<file path="src/rtl/freq_div_ctrl.sv">
// Run-time controller for the programmable clock divider: accepts divide ratios
// over valid/ready and swaps them in only at output-period boundaries.
module freq_div_ctrl #(
  parameter int W       = 16,
  parameter int DEF_DIV = 25
) (
  input  logic         clk_i,
  input  logic         rst_i,
  input  logic         en_i,
  input  logic [W-1:0] div_i,
  input  logic         div_valid_i,
  output logic         div_ready_o,
  output logic         clk_o,
  output logic         tick_o,
  output logic         busy_o,
  output logic         err_o,
  output logic [W-1:0] cur_div_o
);

  // state    | meaning
  // ST_STOP  | idle, clk_o held low, counter cleared; pending ratio applied at once
  // ST_RUN   | generating clk_o
  // ST_DRAIN | stop requested, finishing the current period before going idle
  typedef enum logic [1:0] {ST_STOP, ST_RUN, ST_DRAIN} state_t;

  state_t       state, state_nxt;
  logic [W-1:0] cnt;
  logic [W-1:0] cur_div;
  logic [W-1:0] pend_val;
  logic         pend;
  logic         clk_q;
  logic         tick_q;
  logic         err_q;

  logic running;
  logic term;
  logic pe;
  logic xfer;

  assign running = (state != ST_STOP);
  assign term    = (cnt == cur_div - W'(1));
  assign pe      = running && term && clk_q;
  assign xfer    = div_valid_i && !pend;

  always_comb begin
    state_nxt = state;
    case (state)
      ST_STOP:  if (en_i) state_nxt = ST_RUN;
      ST_RUN:   if (!en_i) state_nxt = pe ? ST_STOP : ST_DRAIN;
      ST_DRAIN: begin
        if (en_i)    state_nxt = ST_RUN;
        else if (pe) state_nxt = ST_STOP;
      end
      default:  state_nxt = ST_STOP;
    endcase
  end

  always_ff @(posedge clk_i) begin
    if (!rst_i) begin
      state    <= ST_STOP;
      cnt      <= '0;
      cur_div  <= W'(DEF_DIV);
      pend_val <= '0;
      pend     <= 1'b0;
      clk_q    <= 1'b0;
      tick_q   <= 1'b0;
      err_q    <= 1'b0;
    end else begin
      state <= state_nxt;
      err_q <= xfer && (div_i == '0);

      // Leaving RUN/DRAIN only happens at PE, where the toggle already lands clk_q at 0.
      if (running) begin
        if (term) begin
          cnt    <= '0;
          clk_q  <= !clk_q;
          tick_q <= !clk_q;
        end else begin
          cnt    <= cnt + W'(1);
          tick_q <= 1'b0;
        end
      end else begin
        cnt    <= '0;
        clk_q  <= 1'b0;
        tick_q <= 1'b0;
      end

      // A transfer is only possible with pend clear, so it never collides with an apply.
      if (xfer && (div_i != '0)) begin
        pend     <= 1'b1;
        pend_val <= div_i;
      end else if (pend && (!running || pe)) begin
        cur_div <= pend_val;
        pend    <= 1'b0;
      end
    end
  end

  assign div_ready_o = !pend;
  assign clk_o       = clk_q;
  assign tick_o      = tick_q;
  assign busy_o      = running;
  assign err_o       = err_q;
  assign cur_div_o   = cur_div;

endmodule

</file>
<file path="config.mk">
export PLATFORM = sky130hd
export DESIGN_NAME = freq_div_ctrl
export DESIGN_NICKNAME = d
export VERILOG_FILES = /design/src/rtl/freq_div_ctrl.sv
export SDC_FILE = /design/constraint.sdc
export NUM_CORES = 1
export LEC_CHECK = 0
export ABC_AREA = 0
export CAP_MARGIN = 20
export CORE_MARGIN = 8
export CORE_UTILIZATION = 45
export CTS_CLUSTER_DIAMETER = 120
export CTS_CLUSTER_SIZE = 10
export DETAILED_ROUTE_END_ITERATION = 10
export GPL_TIMING_DRIVEN = 0
export PLACE_DENSITY = 0.78
export SLEW_MARGIN = 25
export SYNTH_ARGS = -nofsm -noshare
export SYNTH_HDL_FRONTEND = slang
export SYNTH_SLANG_ARGS = --single-unit
</file>
<file path="constraint.sdc">
create_clock -name clk_i -period 3.3 [get_ports clk_i]
set_input_delay 0.66 -clock clk_i [delete_from_list [all_inputs] [get_ports clk_i]]
set_output_delay 0.66 -clock clk_i [all_outputs]
set_load 0.01 [all_outputs]
</file>
==> results of run 1 <==
-- per-stage QoR --
step,power (mW),cells,hold slack (ns),cell area (sq um),worst slack [ns]
final,1.36,478,0.499,3520,0.439
after global routing,1.42,478,0.528,3520,0.285
after CTS,1.38,478,0.505,3520,0.434
after detailed placement,0.920,470,0.482,3400,0.387
after global placement,0.914,470,0.469,3400,0.429
after floorplan,0.840,354,0.451,2910,1.05
-- kinds of logic after synthesis --
kind of cell | Yosys count | synth area share (%)
flip-flops | 54 | 37.1
AND/OR/NAND/NOR | 159 | 27.0
XOR/XNOR | 29 | 9.23
multiplexers | 18 | 6.18
adder cells (fa/ha/maj) | 2 | 0.859
AO/OA/AOI/OAI | 61 | 14.6
buffers and inverters | 31 | 4.98
-- per-layer routing --
metal  vias up  wire (um)  global-route usage (%)
li1       1357          -                       -
met1      1215       3110                    18.6
met2        64       3200                    25.0
met3        14        329                    3.55
met4         0        139                    5.42
met5         -          0                       0
-- flip-flops by register name, indices dropped and copies added, names as in the netlist --
| register | cells |
|---|---|
| cur_div_o | 16 |
| state | 2 |
| cnt | 16 |
| err_o | 1 |
| clk_o | 1 |
| pend | 1 |
| tick_o | 1 |
| pend_val | 16 |
-- cell type report --
cell class / instances / area [sq um] / area share [%]
clock buffer: 5 / 68.8 / 1.96
tap: 77 / 96.3 / 2.74
sequential: 54 / 1080 / 30.7
buffer: 23 / 115 / 3.27
inverter: 8 / 30.0 / 0.854
clock inverter: 3 / 47.5 / 1.35
multi-input combinational: 269 / 1690 / 48.0
timing repair buffer: 39 / 390 / 11.1
-- worst min path at each step --
stage	endpoint	slack, ns
finish	cnt[0]	0.50
global route	cnt[0]	0.53
CTS	cnt[0]	0.51
detailed placement	cnt[0]	0.48
global placement	cnt[0]	0.47
floorplan	cnt[0]	0.45
-- power groups by stage --
stage	Combinational (mW)	Sequential, mW	Clock, mW
3_5_place_dp	0.202	0.718	0
6_report	0.203	0.703	0.458
3_3_place_gp	0.197	0.717	0
2_1_floorplan	0.125	0.715	0
5_1_grt	0.222	0.707	0.489
4_1_cts	0.204	0.703	0.469
-- cells in the mapped netlist, types with 2 or more instances --
master / number
sky130_fd_sc_hd__and3_1: 7
sky130_fd_sc_hd__or2_2: 2
sky130_fd_sc_hd__nor2_1: 50
sky130_fd_sc_hd__xnor2_1: 14
sky130_fd_sc_hd__clkbuf_1: 16
sky130_fd_sc_hd__buf_2: 2
sky130_fd_sc_hd__ha_1: 2
sky130_fd_sc_hd__nand3_1: 21
sky130_fd_sc_hd__nand3b_1: 3
sky130_fd_sc_hd__nand2_1: 24
sky130_fd_sc_hd__a21oi_1: 7
sky130_fd_sc_hd__inv_1: 7
sky130_fd_sc_hd__buf_4: 4
sky130_fd_sc_hd__nand4_1: 5
sky130_fd_sc_hd__nor4_1: 9
sky130_fd_sc_hd__a31oi_1: 20
sky130_fd_sc_hd__dfxtp_1: 54
sky130_fd_sc_hd__o21a_1: 3
sky130_fd_sc_hd__a211o_1: 3
sky130_fd_sc_hd__nor3_1: 23
sky130_fd_sc_hd__nor4b_1: 2
sky130_fd_sc_hd__nor2b_1: 5
sky130_fd_sc_hd__o21ai_2: 10
sky130_fd_sc_hd__and4_1: 2
sky130_fd_sc_hd__o21bai_1: 2
sky130_fd_sc_hd__o21ai_0: 7
sky130_fd_sc_hd__mux2i_1: 18
sky130_fd_sc_hd__xor2_1: 14
==> results.md, run 1 <==
GRT:
- The first global-routing pass estimated approximately 12 mm of wire.
- The number of antenna violations at the first check in global routing is 0.
- The leftover overflow at the end of global routing is 0.
- Entering global routing, the biggest net connects 19 pins.
- In the global route stage, overall resource usage came out at around 15%.
- The number of global-route vias before repair is about 2600.

Critical path:
- The most prevalent standard cell on the critical path is sky130_fd_sc_hd__clkbuf_1.
- The required time reported for the critical path endpoint is around 2.6 ns.
- STA classifies the critical path startpoint as a flip-flop.
- Following the worst setup path forward leads to its endpoint at busy_o.
- The most critical setup path has its startpoint at state[1].
- The minimum setup slack among reg-to-reg paths is 0.69 ns.
- The path length in cells of the critical path is 4.
- The depth of the worst register-to-register path is 12.
- At the worst endpoint, the arrival time is 2.20 ns.
- Together, buffers and inverters on the worst path number 3.
- For this run, the slowest stage of the critical path takes between 0.6 and 0.7 ns.
- Of all nets on the critical path, the largest fanout is 10.
- The origin of the critical flop-to-flop path is cur_div_o[0].
- The kind of cell with the highest combined delay on the critical path is buffers and inverters.
- The category of the worst setup path capture point is a primary output.
- The critical path in this run is classified as reg2out.
- The slowest cell on the critical path is sky130_fd_sc_hd__clkdlybuf4s50_1.
- The signal on the critical path passes through or2_2, clkbuf_1, clkbuf_1, clkdlybuf4s50_1.
- The worst register-to-register path ends at cnt[10].

Layout:
- The share of layout cells above drive strength 1 is 7.48%.
- After the last flow step, the layout net total stands at 422.
- 0 antenna diodes ended up in the layout.
- The post-synthesis to final-layout area growth is 20.7%.
- The filler cell count is about 610.
- The core utilization of the finished layout is about 56%.
- The most frequent standard cell in the layout excluding fill and tap cells is sky130_fd_sc_hd__dfxtp_1.
- The library cells used most frequently in the layout, excluding fill and tap cells, are sky130_fd_sc_hd__dfxtp_1 (54), sky130_fd_sc_hd__nor2_1 (50), sky130_fd_sc_hd__clkdlybuf4s50_1 (39), sky130_fd_sc_hd__nand2_1 (24), sky130_fd_sc_hd__nor3_1 (23).

Pwr:
- The internal portion of total power is roughly 1 mW.
- The switching power share of the total is roughly a quarter.
- In this run, flip-flops and latches consume about half of the power.
- For this design the total switching power over the nets is ~360 uW.
- The share of total power dissipated in combinational logic is approximately 15%.
- VDD sags by at most 207 uV.
- The proportion of power drawn by the clock network is around 34%.
- In this run the power density over the cells is about 390 nW/um^2.
- The analysis attributes to cell leakage a power of approximately 1.2 nW.

Routing:
- The first-pass iteration count of the detailed router is 4.
- The number of vias in the routed layout is ~2700.
- The initial DRC count is 74.
- The detail route stage leaves a number of antenna-violating nets equal to 0.
- The final layout contains routed wiring with a total length of just under 7 mm.
- After detailed routing, the average wire length per cell comes to 14.2 um.
- The remaining routing DRC violations is 0.
- After detailed routing, the number of vias per cell comes to roughly 5.5.

Flow run:
- Across the run, the number of max-cap violations was 0.

Min path:
- The path class of the tightest hold or removal check is reg2reg.
- Along the worst hold path, the cell count comes to 1.
- The startpoint identified for the worst hold timing path is cnt[0].

Floorplan:
- During I/O placement, the number of pins put on the boundary was 41.
- Row generation in the floorplan step produced 29 rows.
- From left edge to right edge, the die measures about 96 um.
- The starting density of the core is 46.2%.
- The vertical die dimension is 96.5 um.
- The core footprint is approximately 6300 sq um.
- The area of the die is roughly 9300 sq um.

Synth:
- The main flop type after synthesis is sky130_fd_sc_hd__dfxtp_1.
- Sequential cells were found to cover approximately 37% of the synthesized design area.
- The net count of the mapped netlist is about 380.
- In the post-synthesis netlist, the biggest area contributors are sky130_fd_sc_hd__dfxtp_1 (37%), sky130_fd_sc_hd__nor2_1 (6.4%), sky130_fd_sc_hd__mux2i_1 (6.2%), sky130_fd_sc_hd__a31oi_1 (4.3%), sky130_fd_sc_hd__xnor2_1 (4.2%).
- Counting flops and latches in the post-synthesis netlist gives 54.
- The mean area per synthesized cell is 8.23 sq um.
- The number of distinct standard cells referenced by the synthesized netlist is 46.
- Summed over all instances, the cell type with the most area after synthesis is sky130_fd_sc_hd__dfxtp_1.
- The post-synth design cell area is between 2000 and 3000 sq um.
- After synthesis, the share of flip-flops with an asynchronous set or reset is 0%.
- The total number of yosys warnings is 0.
- Counting flops with a built-in enable in the synthesized netlist gives 0.
- The share of synthesized area in the top cell type comes to 37.1%.
- The number of instances in the synthesized netlist is 354.

Clock tree:
- In this run the post-CTS setup repair buffer count came out at 0.
- The later pin in the worst-skew pair is clocked with a latency of slightly above 0.3 ns.
- The number of gates resized after cts is 0.
- The maximum clock path buffer count is 2.
- The number of buffers created by CTS is 5.
- Clock tree synthesis found a total of 54 sinks.
- The H-tree depth reported by CTS is 2.
- The number of buffers inserted for hold repair after clock tree synthesis is 0.
- The TritonCTS clock tree is yes.
- The clock transition at the registers of the reported paths is approximately 0.1 ns.
- The tree is rooted in a sky130_fd_sc_hd__clkbuf_8.

STA:
- Setup repair after global routing left no endpoint under its margin.
- The total negative setup slack is 0 ns.
- The hold violation count in the final report is 0.
- For the pin with the worst max-slew slack, the measured transition is 0.654 ns.
- The timing-limited maximum frequency is approximately 0.35 GHz.
- After layout, the worst path uses a little under 90% of the clock period.
- The max-slew violation count is 0.
- The clock period could shrink to roughly 2.9 ns.
- Setup violations remaining at the end of the flow were counted as 0.
- The largest clock skew in the final design is 0.0139 ns.
- The relative slew slack is approximately 56%.

Status:
- The run finished with clean final reports.

Placed design:
- The routability congestion estimate from global placement is ~0.8.
- Input and output buffers added on the ports amount to 39.
- After legalization and detailed placement, the total HPWL measured between 5 and 6 mm.
No activity file was read; power rests on OpenSTA's default activity.
==> run 2: changes to the inputs <==
--- a/config.mk
+++ b/config.mk
@@ -12,7 +12,6 @@
 export CTS_CLUSTER_DIAMETER = 120
 export CTS_CLUSTER_SIZE = 10
 export DETAILED_ROUTE_END_ITERATION = 10
-export GPL_TIMING_DRIVEN = 0
 export PLACE_DENSITY = 0.78
 export SLEW_MARGIN = 25
 export SYNTH_ARGS = -nofsm -noshare
==> results.md, run 2 (same netlist as run 1, synthesis figures left out) <==
GRT:
- The number of antenna violations at the first check in global routing is 0 (unchanged).
- The leftover overflow at the end of global routing came to 0 (unchanged).
- The global-route wire length before repair was 11.7 mm (+1.4%).
- The number of global-route vias before repair came to 2536 (-0.78%).
- The global routing usage summed across all routing layers is 15.5% (+0.39 points).
- The maximum number of pins on one net before global-route repair is 35 (+16).

Layout:
- The post-synthesis to final-layout area growth is 18.2%.
- The number of nets in the final layout is 405 (-4.0%).
- The library cells used most frequently in the layout, excluding fill and tap cells, are sky130_fd_sc_hd__dfxtp_1 (54), sky130_fd_sc_hd__nor2_1 (50), sky130_fd_sc_hd__clkdlybuf4s50_1 (40), sky130_fd_sc_hd__nand2_1 (24), sky130_fd_sc_hd__nor3_1 (22).
- The filler cell count is 612 (-0.33%).
- The core utilization of the finished layout was 54.6% (-1.1 points).
- Leaving out fill and tap cells, the most frequent cell in the layout is sky130_fd_sc_hd__dfxtp_1.
- The number of diodes added for antenna fixing is 0 (unchanged).
- The share of layout cells above drive strength 1 was 7.31% (-0.17 points).
- The cell area after layout is 3450 sq um (-2.0%).

Placed design:
- The post-placement setup slack is 0.554 ns (+0.167 ns).
- The count of input and output buffers is 40 (+2.6%).
- The placed cell area is 3340 sq um (-1.8%).
- The routability congestion estimate from global placement is 0.813 (+1.7%).
- The post-DP HPWL is 4.86 mm (-6.1%).

STA:
- The final-report setup violation count is 0 (unchanged).
- The relative slew slack is 38.3% (-18 points).
- Setup repair after global routing left no endpoint under its margin.
- The transition time at the pin with the least slew margin is 0.925 ns (+0.271 ns).
- The shortest period the worst path allows is 2.59 ns (-0.266 ns).
- The setup slack after layout is 0.705 ns (+0.266 ns).
- The max-slew violation count is 0 (unchanged).
- The hold violation count in the final report is 0 (unchanged).
- The share of the clock period used by the worst path came to 78.6% (-8.1 points).
- The total negative setup slack came to 0 ns (unchanged).
- The largest clock skew in the final design is 0.00679 ns (-0.00714 ns).
- The timing-limited maximum frequency is 0.385 GHz (+10%).

Floorplan:
- The starting density of the core is 46.2% (unchanged).
- The area of the die was 9310 sq um (unchanged).
- The vertical die dimension is 96.5 um (unchanged).
- The width of the die is 96.5 um (unchanged).
- The number of placement rows came to 29 (unchanged).
- The core footprint is 6310 sq um (unchanged).
- The number of ports placed on the die boundary came to 41 (unchanged).

Routing:
- The initial DRC count is 121 (+64%).
- The remaining antenna violation count is 0 (unchanged).
- The first-pass iteration count of the detailed router is 4 (unchanged).
- The wire length per cell after detailed routing is 14.3 um (+0.89%).
- The remaining routing DRC violations is 0 (unchanged).
- The number of vias in the routed layout is 2563 (-3.3%).
- The ratio of routed vias to standard cells is 5.57 (+0.50%).
- The total wirelength of the detailed-routed design is 6.58 mm (-2.9%).

Clock tree:
- The clock transition at the registers of the reported paths is 0.10 ns (about the same).
- The master cell of the clock root buffer is sky130_fd_sc_hd__clkbuf_8.
- The number of gates resized after cts is 0 (unchanged).
- The number of buffers inserted by post-CTS setup repair came to 0 (unchanged).
- The number of buffers created by CTS came to 5 (unchanged).
- The insertion delay of the later-clocked pin in the worst-skew pair is 0.31 ns (about the same).
- The TritonCTS clock tree is yes.
- The H-tree depth reported by CTS is 2 (unchanged).
- The number of buffers inserted for hold repair after clock tree synthesis was 0 (unchanged).
- The number of sinks driven by the clock tree is 54 (unchanged).
- The maximum clock path buffer count is 2 (unchanged).

Pwr:
- The peak supply drop is 241 uV (+16%).
- The power density relative to cell area was 390 nW/um^2 (+0.38%).
- The leakage power is 1.20 nW (-2.5%).

Critical path:
- The type of the worst setup path is reg2reg.
- The peak fanout along the critical path is 16 (+6).
- The arrival time at the worst endpoint is 2.79 ns (+0.59 ns).
- STA classifies the critical path startpoint as a flip-flop.
- The required time reported for the critical path endpoint is 3.50 ns (+0.86 ns).
- The category of the worst setup path capture point is a flip-flop.

Flow run:
- The count of maximum capacitance violations is 0 (unchanged).

Status:
- The run finished with clean final reports.

Min path:
- The path category of the worst min-delay check is reg2reg.
[run 2: cell count changes in the layout (fill, tap and decap cells not counted)]
cell                              previous run  this run
sky130_fd_sc_hd__clkbuf_1                   16         0
sky130_fd_sc_hd__buf_2                       2         0
sky130_fd_sc_hd__buf_4                       4         5
sky130_fd_sc_hd__buf_8                       1         0
sky130_fd_sc_hd__clkdlybuf4s50_1            39        40
sky130_fd_sc_hd__inv_6                       1         0
sky130_fd_sc_hd__nor3_1                     23        22
sky130_fd_sc_hd__nor3_2                      0         1
[run 2: critical path: stages, from the launching register on]
cell and delay (ns):
sky130_fd_sc_hd__dfxtp_1 0.42, sky130_fd_sc_hd__nor4_4 0.44, sky130_fd_sc_hd__and4_1 0.29, sky130_fd_sc_hd__a211oi_1 0.08, sky130_fd_sc_hd__a211o_1 0.29, sky130_fd_sc_hd__a21oi_2 0.37, sky130_fd_sc_hd__and4_1 0.25, sky130_fd_sc_hd__buf_4 0.24
sky130_fd_sc_hd__o21ai_0 0.11
[run 2: cell type report]
class | count | area (sq um) | area share (%)
Sequential cell | 54 | 1080 | 31.4
Multi-Input combinational cell | 269 | 1690 | 49.1
Timing Repair Buffer | 45 | 438 | 12.7
Inverter | 8 | 30.0 | 0.871
Clock inverter | 2 | 38.8 | 1.13
Tap cell | 77 | 96.3 | 2.80
Clock buffer | 5 | 68.8 | 2.00
[run 2: report_power, final]
part           leakage (nW)  total [mW]  switching (mW)  internal [mW]
clock                0.0542       0.442           0.218          0.223
combinational         0.709       0.196           0.104         0.0924
sequential            0.439       0.704          0.0275          0.677
total                  1.20        1.34           0.350          0.992
[run 2: layer usage]
layer	vias up	wire, um	track usage, %	share of wire, %
met2	63	3010	25.3	46
met5	-	0	0	0
met4	0	99	4.79	1.5
li1	1311	-	-	-
met1	1177	3150	19.8	48
met3	12	324	3.48	4.9
[run 2: path summary, 6_finish.rpt]
path | start | endpoint | slack (ns) | cells after the start
setup / recovery | cur_div_o[3] | cur_div_o[2] | 0.71 | 8
hold / removal | cnt[0] | cnt[0] | 0.50 | 1
setup reg to reg | cur_div_o[3] | cur_div_o[2] | 0.71 | 8
hold reg to reg | cnt[0] | cnt[0] | 0.50 | 1
[run 2: metrics by stage]
stage,instances,hold slack [ns],total power [mW]
3_3_place_gp,453,0.472,0.909
2_1_floorplan,354,0.451,0.840
5_1_grt,460,0.527,1.41
3_5_place_dp,453,0.476,0.915
6_report,460,0.499,1.34
4_1_cts,460,0.499,1.35
==> run 3: changes to the inputs <==
==> constraint.sdc (replaced) <==
create_clock -name clk_i -period 2.62 [get_ports clk_i]
set_input_delay 0.524 -clock clk_i [delete_from_list [all_inputs] [get_ports clk_i]]
set_output_delay 0.524 -clock clk_i [all_outputs]
set_load 0.01 [all_outputs]
==> results.md, run 3 (same netlist as run 1, synthesis figures left out) <==
Status:
- The flow ran to the end, and the final reports show no timing, DRC or antenna violations.

Routing:
- The number of vias in the routed layout was 2628 (+2.5%).
- The remaining routing DRC violations came to 0 (unchanged).
- The wire length per cell after detailed routing is 14.9 um (+4.1%).
- The initial DRC count is 113 (-6.6%).
- The remaining antenna violation count was 0 (unchanged).
- The ratio of routed vias to standard cells is 5.66 (+1.7%).
- The first-pass iteration count of the detailed router is 4 (unchanged).
- The total wirelength of the detailed-routed design was 6.90 mm (+5.0%).

Floorplan:
- The number of ports placed on the die boundary was 41 (unchanged).
- The number of placement rows is 29 (unchanged).
- The width of the die is 96.5 um (unchanged).
- The core footprint is 6310 sq um (unchanged).
- The starting density of the core is 46.2% (unchanged).
- The area of the die is 9310 sq um (unchanged).
- The vertical die dimension is 96.5 um (unchanged).

Placed design:
- The routability congestion estimate from global placement was 0.809 (-0.43%).
- The count of input and output buffers is 40 (unchanged).
- The placed cell area is 3360 sq um (+0.67%).
- The post-DP HPWL is 5.09 mm (+4.6%).
- The count of placed standard cells including taps was 456 (+0.66%).

Clock tree:
- The clock transition at the registers of the reported paths is 0.10 ns (about the same).
- The tree is rooted in a sky130_fd_sc_hd__clkbuf_8.
- The number of buffers created by CTS was 5 (unchanged).
- The H-tree depth reported by CTS is 2 (unchanged).
- The insertion delay of the later-clocked pin in the worst-skew pair is 0.31 ns (about the same).
- The number of buffers inserted by post-CTS setup repair is 0 (unchanged).
- The maximum clock path buffer count is 2 (unchanged).
- TritonCTS built the clock tree.
- The number of sinks driven by the clock tree was 54 (unchanged).

Critical path:
- The peak fanout along the critical path is 19 (+3).
- STA classifies the critical path startpoint as a flip-flop.
- The type of the worst setup path is reg2reg.
- STA classifies the critical path endpoint as a flip-flop.
- The required time reported for the critical path endpoint is 2.82 ns (-0.68 ns).
- The arrival time at the worst endpoint is 2.63 ns (-0.16 ns).
- The depth of the worst register-to-register path is 8 (unchanged).

Layout:
- The most frequent standard cell in the layout excluding fill and tap cells is sky130_fd_sc_hd__dfxtp_1.
- The share of layout cells above drive strength 1 is 8.27% (+0.96 points).
- The number of nets in the final layout is 408 (+0.74%).
- The cell area after layout is 3460 sq um (+0.40%).
- The number of diodes added for antenna fixing was 0 (unchanged).
- The count of placed standard cells in the final layout, fillers left out is 464 (+0.87%).
- From synthesis to final layout, the design area changed by 18.7%.
- In the layout the commonest cells are sky130_fd_sc_hd__dfxtp_1 (54), sky130_fd_sc_hd__nor2_1 (50), sky130_fd_sc_hd__clkdlybuf4s50_1 (40), sky130_fd_sc_hd__nand2_1 (24), sky130_fd_sc_hd__nor3_1 (22).

STA:
- The hold violation count in the final report is 0 (unchanged).
- The final-report setup violation count is 0 (unchanged).
- The largest clock skew in the final design came to 0.00990 ns (+0.00311 ns).
- Setup repair after global routing left no endpoint under its margin.
- The shortest period the worst path allows was 2.42 ns (-0.170 ns).
- The timing-limited maximum frequency is 0.412 GHz (+7.0%).
- The total negative setup slack came to 0 ns (unchanged).
- The transition time at the pin with the least slew margin was 0.512 ns (-0.413 ns).
- The relative slew slack is 65.6% (+27 points).
- The max-slew violation count was 0 (unchanged).
- The share of the clock period used by the worst path came to 92.5% (+14 points).

GRT:
- The maximum number of pins on one net before global-route repair is 35 (unchanged).
- The global routing usage summed across all routing layers came to 15.3% (-0.17 points).
- The number of antenna violations at the first check in global routing was 0 (unchanged).
- The leftover overflow at the end of global routing was 0 (unchanged).
- The number of global-route vias before repair is 2513 (-0.91%).
- The global-route wire length before repair is 11.6 mm (-0.29%).

Pwr:
- The power density relative to cell area was 468 nW/um^2 (+20%).
- The leakage power is 1.21 nW (+0.51%).
- The peak supply drop is 342 uV (+42%).

Min path:
- In this run the worst hold path is classified as reg2reg.
- The hold path depth is 1 (unchanged).

Flow run:
- The count of maximum capacitance violations is 0 (unchanged).
run 3: where the power goes:
part	total [mW]	switching, mW	internal (mW)
sequential	0.889	0.0364	0.852
clock	0.476	0.287	0.189
combinational	0.253	0.133	0.120
total	1.62	0.456	1.16
run 3: critical path, cell delays in order, from the launching register on:
cell and delay (ns):
sky130_fd_sc_hd__dfxtp_1 0.42, sky130_fd_sc_hd__nor4_4 0.50, sky130_fd_sc_hd__and4_1 0.30, sky130_fd_sc_hd__a211oi_1 0.08, sky130_fd_sc_hd__a211o_1 0.29, sky130_fd_sc_hd__a21oi_2 0.16
sky130_fd_sc_hd__buf_4 0.24, sky130_fd_sc_hd__a21o_4 0.25, sky130_fd_sc_hd__o21bai_1 0.08
run 3: metal layers:
layer	wire length (um)	vias to the layer above	GRT usage [%]	share of wire [%]
met1	3250	1225	20.2	47
met5	0	-	0	0
met4	71	0	3.15	1.0
met3	383	9	3.55	5.5
met2	3200	71	24.9	46
li1	-	1323	-	-
run 3: final timing paths:
kind                               end    startpoint  slack, ns
worst min-delay path            cnt[0]        cnt[0]       0.51
worst min register to register  cnt[0]        cnt[0]       0.51
worst max register to register   clk_o  cur_div_o[2]       0.20
worst max-delay path             clk_o  cur_div_o[2]       0.20
run 3: timing repair:
item	CTS	global route
setup endpoints to repair	0	33
resized for setup	0	3
endpoints found under the hold margin	0	0
hold buffers	0	0
run 3: stage by stage:
step	total power, mW	hold WS (ns)	setup slack (ns)	util (%)
after floorplan	1.06	0.451	0.370	-
after global placement	1.15	0.475	0.310	53.2
after detailed placement	1.16	0.485	0.185	53.2
after CTS	1.63	0.508	0.149	54.7
after global routing	1.68	0.532	0.00864	54.8
final	1.62	0.506	0.195	54.8
run 3: layout make-up:
type | count | area [sq um]
multi-input combinational | 269 | 1690
inverter | 8 | 30.0
clock inverter | 3 | 21.3
tap | 77 | 96.3
sequential | 54 | 1080
timing repair buffer | 48 | 468
fill | 597 | 2850
clock buffer | 5 | 68.8
==> edit 1 (config.mk and constraints of run 1) <==
`DEF_DIV`: 25 -> 12.
--- a/src/rtl/freq_div_ctrl.sv
+++ b/src/rtl/freq_div_ctrl.sv
@@ -2,7 +2,7 @@
 // over valid/ready and swaps them in only at output-period boundaries.
 module freq_div_ctrl #(
   parameter int W       = 16,
-  parameter int DEF_DIV = 25
+  parameter int DEF_DIV = 12
 ) (
   input  logic         clk_i,
   input  logic         rst_i,
Function: changed (Yosys sat finds a counterexample within 4 cycles, from zero or initial values and one cycle with rst_i low).
==> edit 1 against run 1 <==
  * Via count up 1.6%
  * Design area up 0.39%
  * Largest cell class unchanged
  * Routed wire length up 4.9%
  * Worst setup slack improved by 0.031 ns
  * Sequential cell count unchanged
  * Total power decreased by 3.9%
  * Area after synthesis increased by 1.1%
  * Combinational power fell by 2%
  * Highest routed layer unchanged
==> edit 1: results (changes against run 1) <==
Fillers 576 (-6.2%); vias in the first global route 2605 (+1.9%); Max VDD drop 0.253 mV (+22%); Post-DP HPWL 5.44 mm (+5.0%); Netlist cell types 47 (+2.2%); Compound-Gate Fraction of Synth Area 0.144 (-0.00240); worst rel slew slack 0.541 (-0.0224); LEAKAGE 1.23 nW (-0.30%); hold_ws 0.508 ns (+0.00836 ns); Total Routing Usage GR 0.152 (+0.00153); placer congestion estimate 0.832 (+4.0%); XOR/XNOR share of the synthesized area 0.0913 (-0.000980); Routed wire per std cell 14.8 um (+4.5%); Synth top cells by count 54 x dfxtp_1, 37 x nor2_1, 35 x nor3_1; DR iter-0 viols 109 (+47%); nets 424 (+0.47%); via count 2693 (+1.6%); status completed; Crit path arrival time 2.17 ns (-0.03 ns); register area share after synthesis 0.367 (-0.00394); largest net degree at the start of global routing 18 (-1); flop-to-flop setup slack 0.65 ns (-0.04 ns); post-synthesis mux area share 0.0612 (-0.000657); first-pass GRT wire length 12.3 mm (+6.8%); layout cell share with drive strength beyond 1 0.0744 (-0.000371)
edit 1: routing by layer:
metal | routed length [um] | vias to the layer above | global-route usage | share of wire
li1 | - | 1379 | - | -
met1 | 3300 | 1240 | 0.189 | 0.46
met2 | 3370 | 64 | 0.249 | 0.47
met3 | 298 | 10 | 0.0334 | 0.042
met4 | 145 | 0 | 0.0615 | 0.020
met5 | 0 | - | 0 | 0
edit 1: critical path, stage by stage, from the launching register on:
cell	delay, ns
dfxtp_1	0.33
or2_2	0.12
clkbuf_1	0.33
clkbuf_1	0.42
clkdlybuf4s50_1	0.64
edit 1: layout make-up:
type                            instances  area [um2]  area share
Multi-Input combinational cell        269        1700       0.482
Timing Repair Buffer                   39         390       0.111
Sequential cell                        54        1080       0.306
Clock buffer                            6        82.6      0.0234
Tap cell                               77        96.3      0.0273
Buffer                                 25         131      0.0372
Inverter                                8        30.0     0.00850
Clock inverter                          2        16.3     0.00461
edit 1: final timing paths:
path	to	start
min	cnt[0]	cnt[0]
min reg2reg	cnt[0]	cnt[0]
max	busy_o	state[0]
max reg2reg	cur_div_o[6]	cur_div_o[0]
edit 1: stage by stage:
step | setup slack [ns] | std cells
global placement | 0.343 | 472
floorplan | 1.08 | 356
detailed placement | 0.302 | 472
global route | 0.327 | 480
CTS | 0.481 | 480
finish | 0.470 | 480
edit 1: logic make-up (layout without fill, tap and decap cells):
kind of cell / after synthesis / in the layout
AOI/OAI and AO/OA: 61 / 61
xor gates and xnor gates: 29 / 29
and+or+nand+nor: 159 / 159
DFF: 54 / 54
muxes: 18 / 18
adders and majority gates: 2 / 2
buffers and inverters: 33 / 80
edit 1: power by group:
group          switching (mW)  internal, mW
clock                   0.239         0.173
sequential             0.0256         0.675
combinational           0.107        0.0914
total                   0.372         0.940
==> edit 2 (config.mk and constraints of run 1) <==
Made on the original files. Register the output `err_o` once more, cleared by the reset; this adds one clock of latency there. The other outputs are not delayed to match.
--- a/src/rtl/freq_div_ctrl.sv
+++ b/src/rtl/freq_div_ctrl.sv
@@ -100,7 +100,13 @@
   assign clk_o       = clk_q;
   assign tick_o      = tick_q;
   assign busy_o      = running;
-  assign err_o       = err_q;
+  always_ff @(posedge clk_i) begin
+    if (!rst_i) begin
+      err_o <= '0;
+    end else begin
+      err_o <= err_q;
+    end
+  end
   assign cur_div_o   = cur_div;
 
 endmodule
Check against the original RTL: not equivalent (a bounded check fails within 4 cycles, from zero or initial values and one cycle with rst_i low).
==> edit 2 against run 1 <==
  * Total power is 6.9% lower
  * Sequential power rose by 0.7%
  * Routed wire length fell by 11%
  * Design area decreased by 3.6%
  * Maximum frequency up 3.2%
  * Worst setup slack gained 0.089 ns
  * Sequential cell count grew 1
  * Area after synthesis shrank 3.4%
  * Clock power fell by 16%
  * Critical path type is now reg2reg
  * Critical endpoint is now cur_div_o[15]
  * Largest power group unchanged
  * Highest routed layer unchanged
==> edit 2: results (changes against run 1) <==
Max VDD drop 0.206 mV (-0.55%); Avg Synthesized Cell Area 9.20 um2 (+12%); status completed; Multi-input gate area 1590 um2 (-5.6%); placed insts 422 (-10%); largest net degree at the start of global routing 18 (-1); Seq area share 0.325 (+0.0174); register area share after synthesis 0.391 (+0.0201); Buffers excl. clock 55 (-11%); placer congestion estimate 0.828 (+3.5%); Mapped Nets 328 (-13%); Sw Ratio 0.266 (about the same); Worst path slowest cell dfxtp_1; Inverters excl. clock 7 (-1); Netlist cell types 52 (+13%); Compound-Gate Fraction of Synth Area 0.0742 (-0.0722); layout cell share with drive strength beyond 1 0.0623 (-0.0125); clock buf count 6 (+1); CP peak stage delay 0.52 ns (-0.13 ns); first-pass GRT wire length 10.2 mm (-11%); via count 2257 (-15%); Crit path arrival time 3.02 ns (+0.82 ns); XOR/XNOR share of the synthesized area 0.106 (+0.0135); LEAKAGE 1.22 nW (-1.3%); Synth area leaders dfxtp_1 39%, mux2i_1 11%, nor2b_1 5.3%; Total Routing Usage GR 0.138 (-0.0129); DR iter-0 viols 126 (+70%); Fillers 562 (-8.5%); Synth top cells by count 55 x dfxtp_1, 34 x nand2_1, 32 x mux2i_1; nets 374 (-11%); Sink Count 55 (+1.9%); Layout non-clock buf frac 0.143 (-0.000548); Least-Margin Pin Slew 0.678 ns (+0.0241 ns); Vias/cell 5.25 (-5.3%); Place WS 0.385 ns (-0.00169 ns); post-synthesis mux area share 0.114 (+0.0519); Post-DP HPWL 4.72 mm (-9.0%); Multi-In Gates 228 (-15%)
[edit 2: final timing paths]
path	start	endpoint	slack (ns)	depth (start not counted)
worst max-delay path	cur_div_o[0]	cur_div_o[15]	0.53	10
worst min-delay path	err_q	err_o	0.45	1
worst max register to register	cur_div_o[0]	cur_div_o[15]	0.53	10
worst min register to register	err_q	err_o	0.45	1
[edit 2: power by group through the flow]
stage	Combinational [mW]	Clock, mW	Sequential, mW
floorplan	0.113	0	0.720
finish	0.177	0.385	0.708
CTS	0.178	0.395	0.708
detailed placement	0.177	0	0.723
global placement	0.175	0	0.722
global route	0.193	0.416	0.711
[edit 2: kinds of logic after synthesis]
kind of cell             count (synthesis)
AO/OA/AOI/OAI                           23
XOR/XNOR                                34
adder cells (fa/ha/maj)                  2
buffers and inverters                   23
flip-flops                              55
multiplexers                            32
AND/OR/NAND/NOR                        137
[edit 2: per-stage QoR]
| step | util | area (um2) |
|---|---|---|
| final | 0.546 | 3390 |
| after global routing | 0.546 | 3390 |
| after CTS | 0.546 | 3390 |
| after detailed placement | 0.532 | 3300 |
| after global placement | 0.532 | 3300 |
| after floorplan | - | 2820 |
[edit 2: per-layer routing]
metal | track usage | up-vias | part of all wire
li1 | - | 1139 | -
met1 | 0.158 | 1076 | 0.45
met2 | 0.248 | 37 | 0.50
met3 | 0.0323 | 5 | 0.039
met4 | 0.0403 | 0 | 0.0073
met5 | 0 | - | 0
[edit 2: critical path, delay by kind of cell, from the launching register on]
family                   cells  cell delay [ns]
AO/OA/AOI/OAI                3             0.94
flip-flops                   1             0.52
adder cells (fa/ha/maj)      1             0.31
AND/OR/NAND/NOR              2             0.31
buffers and inverters        2             0.29
multiplexers                 1             0.19
XOR/XNOR                     1             0.13
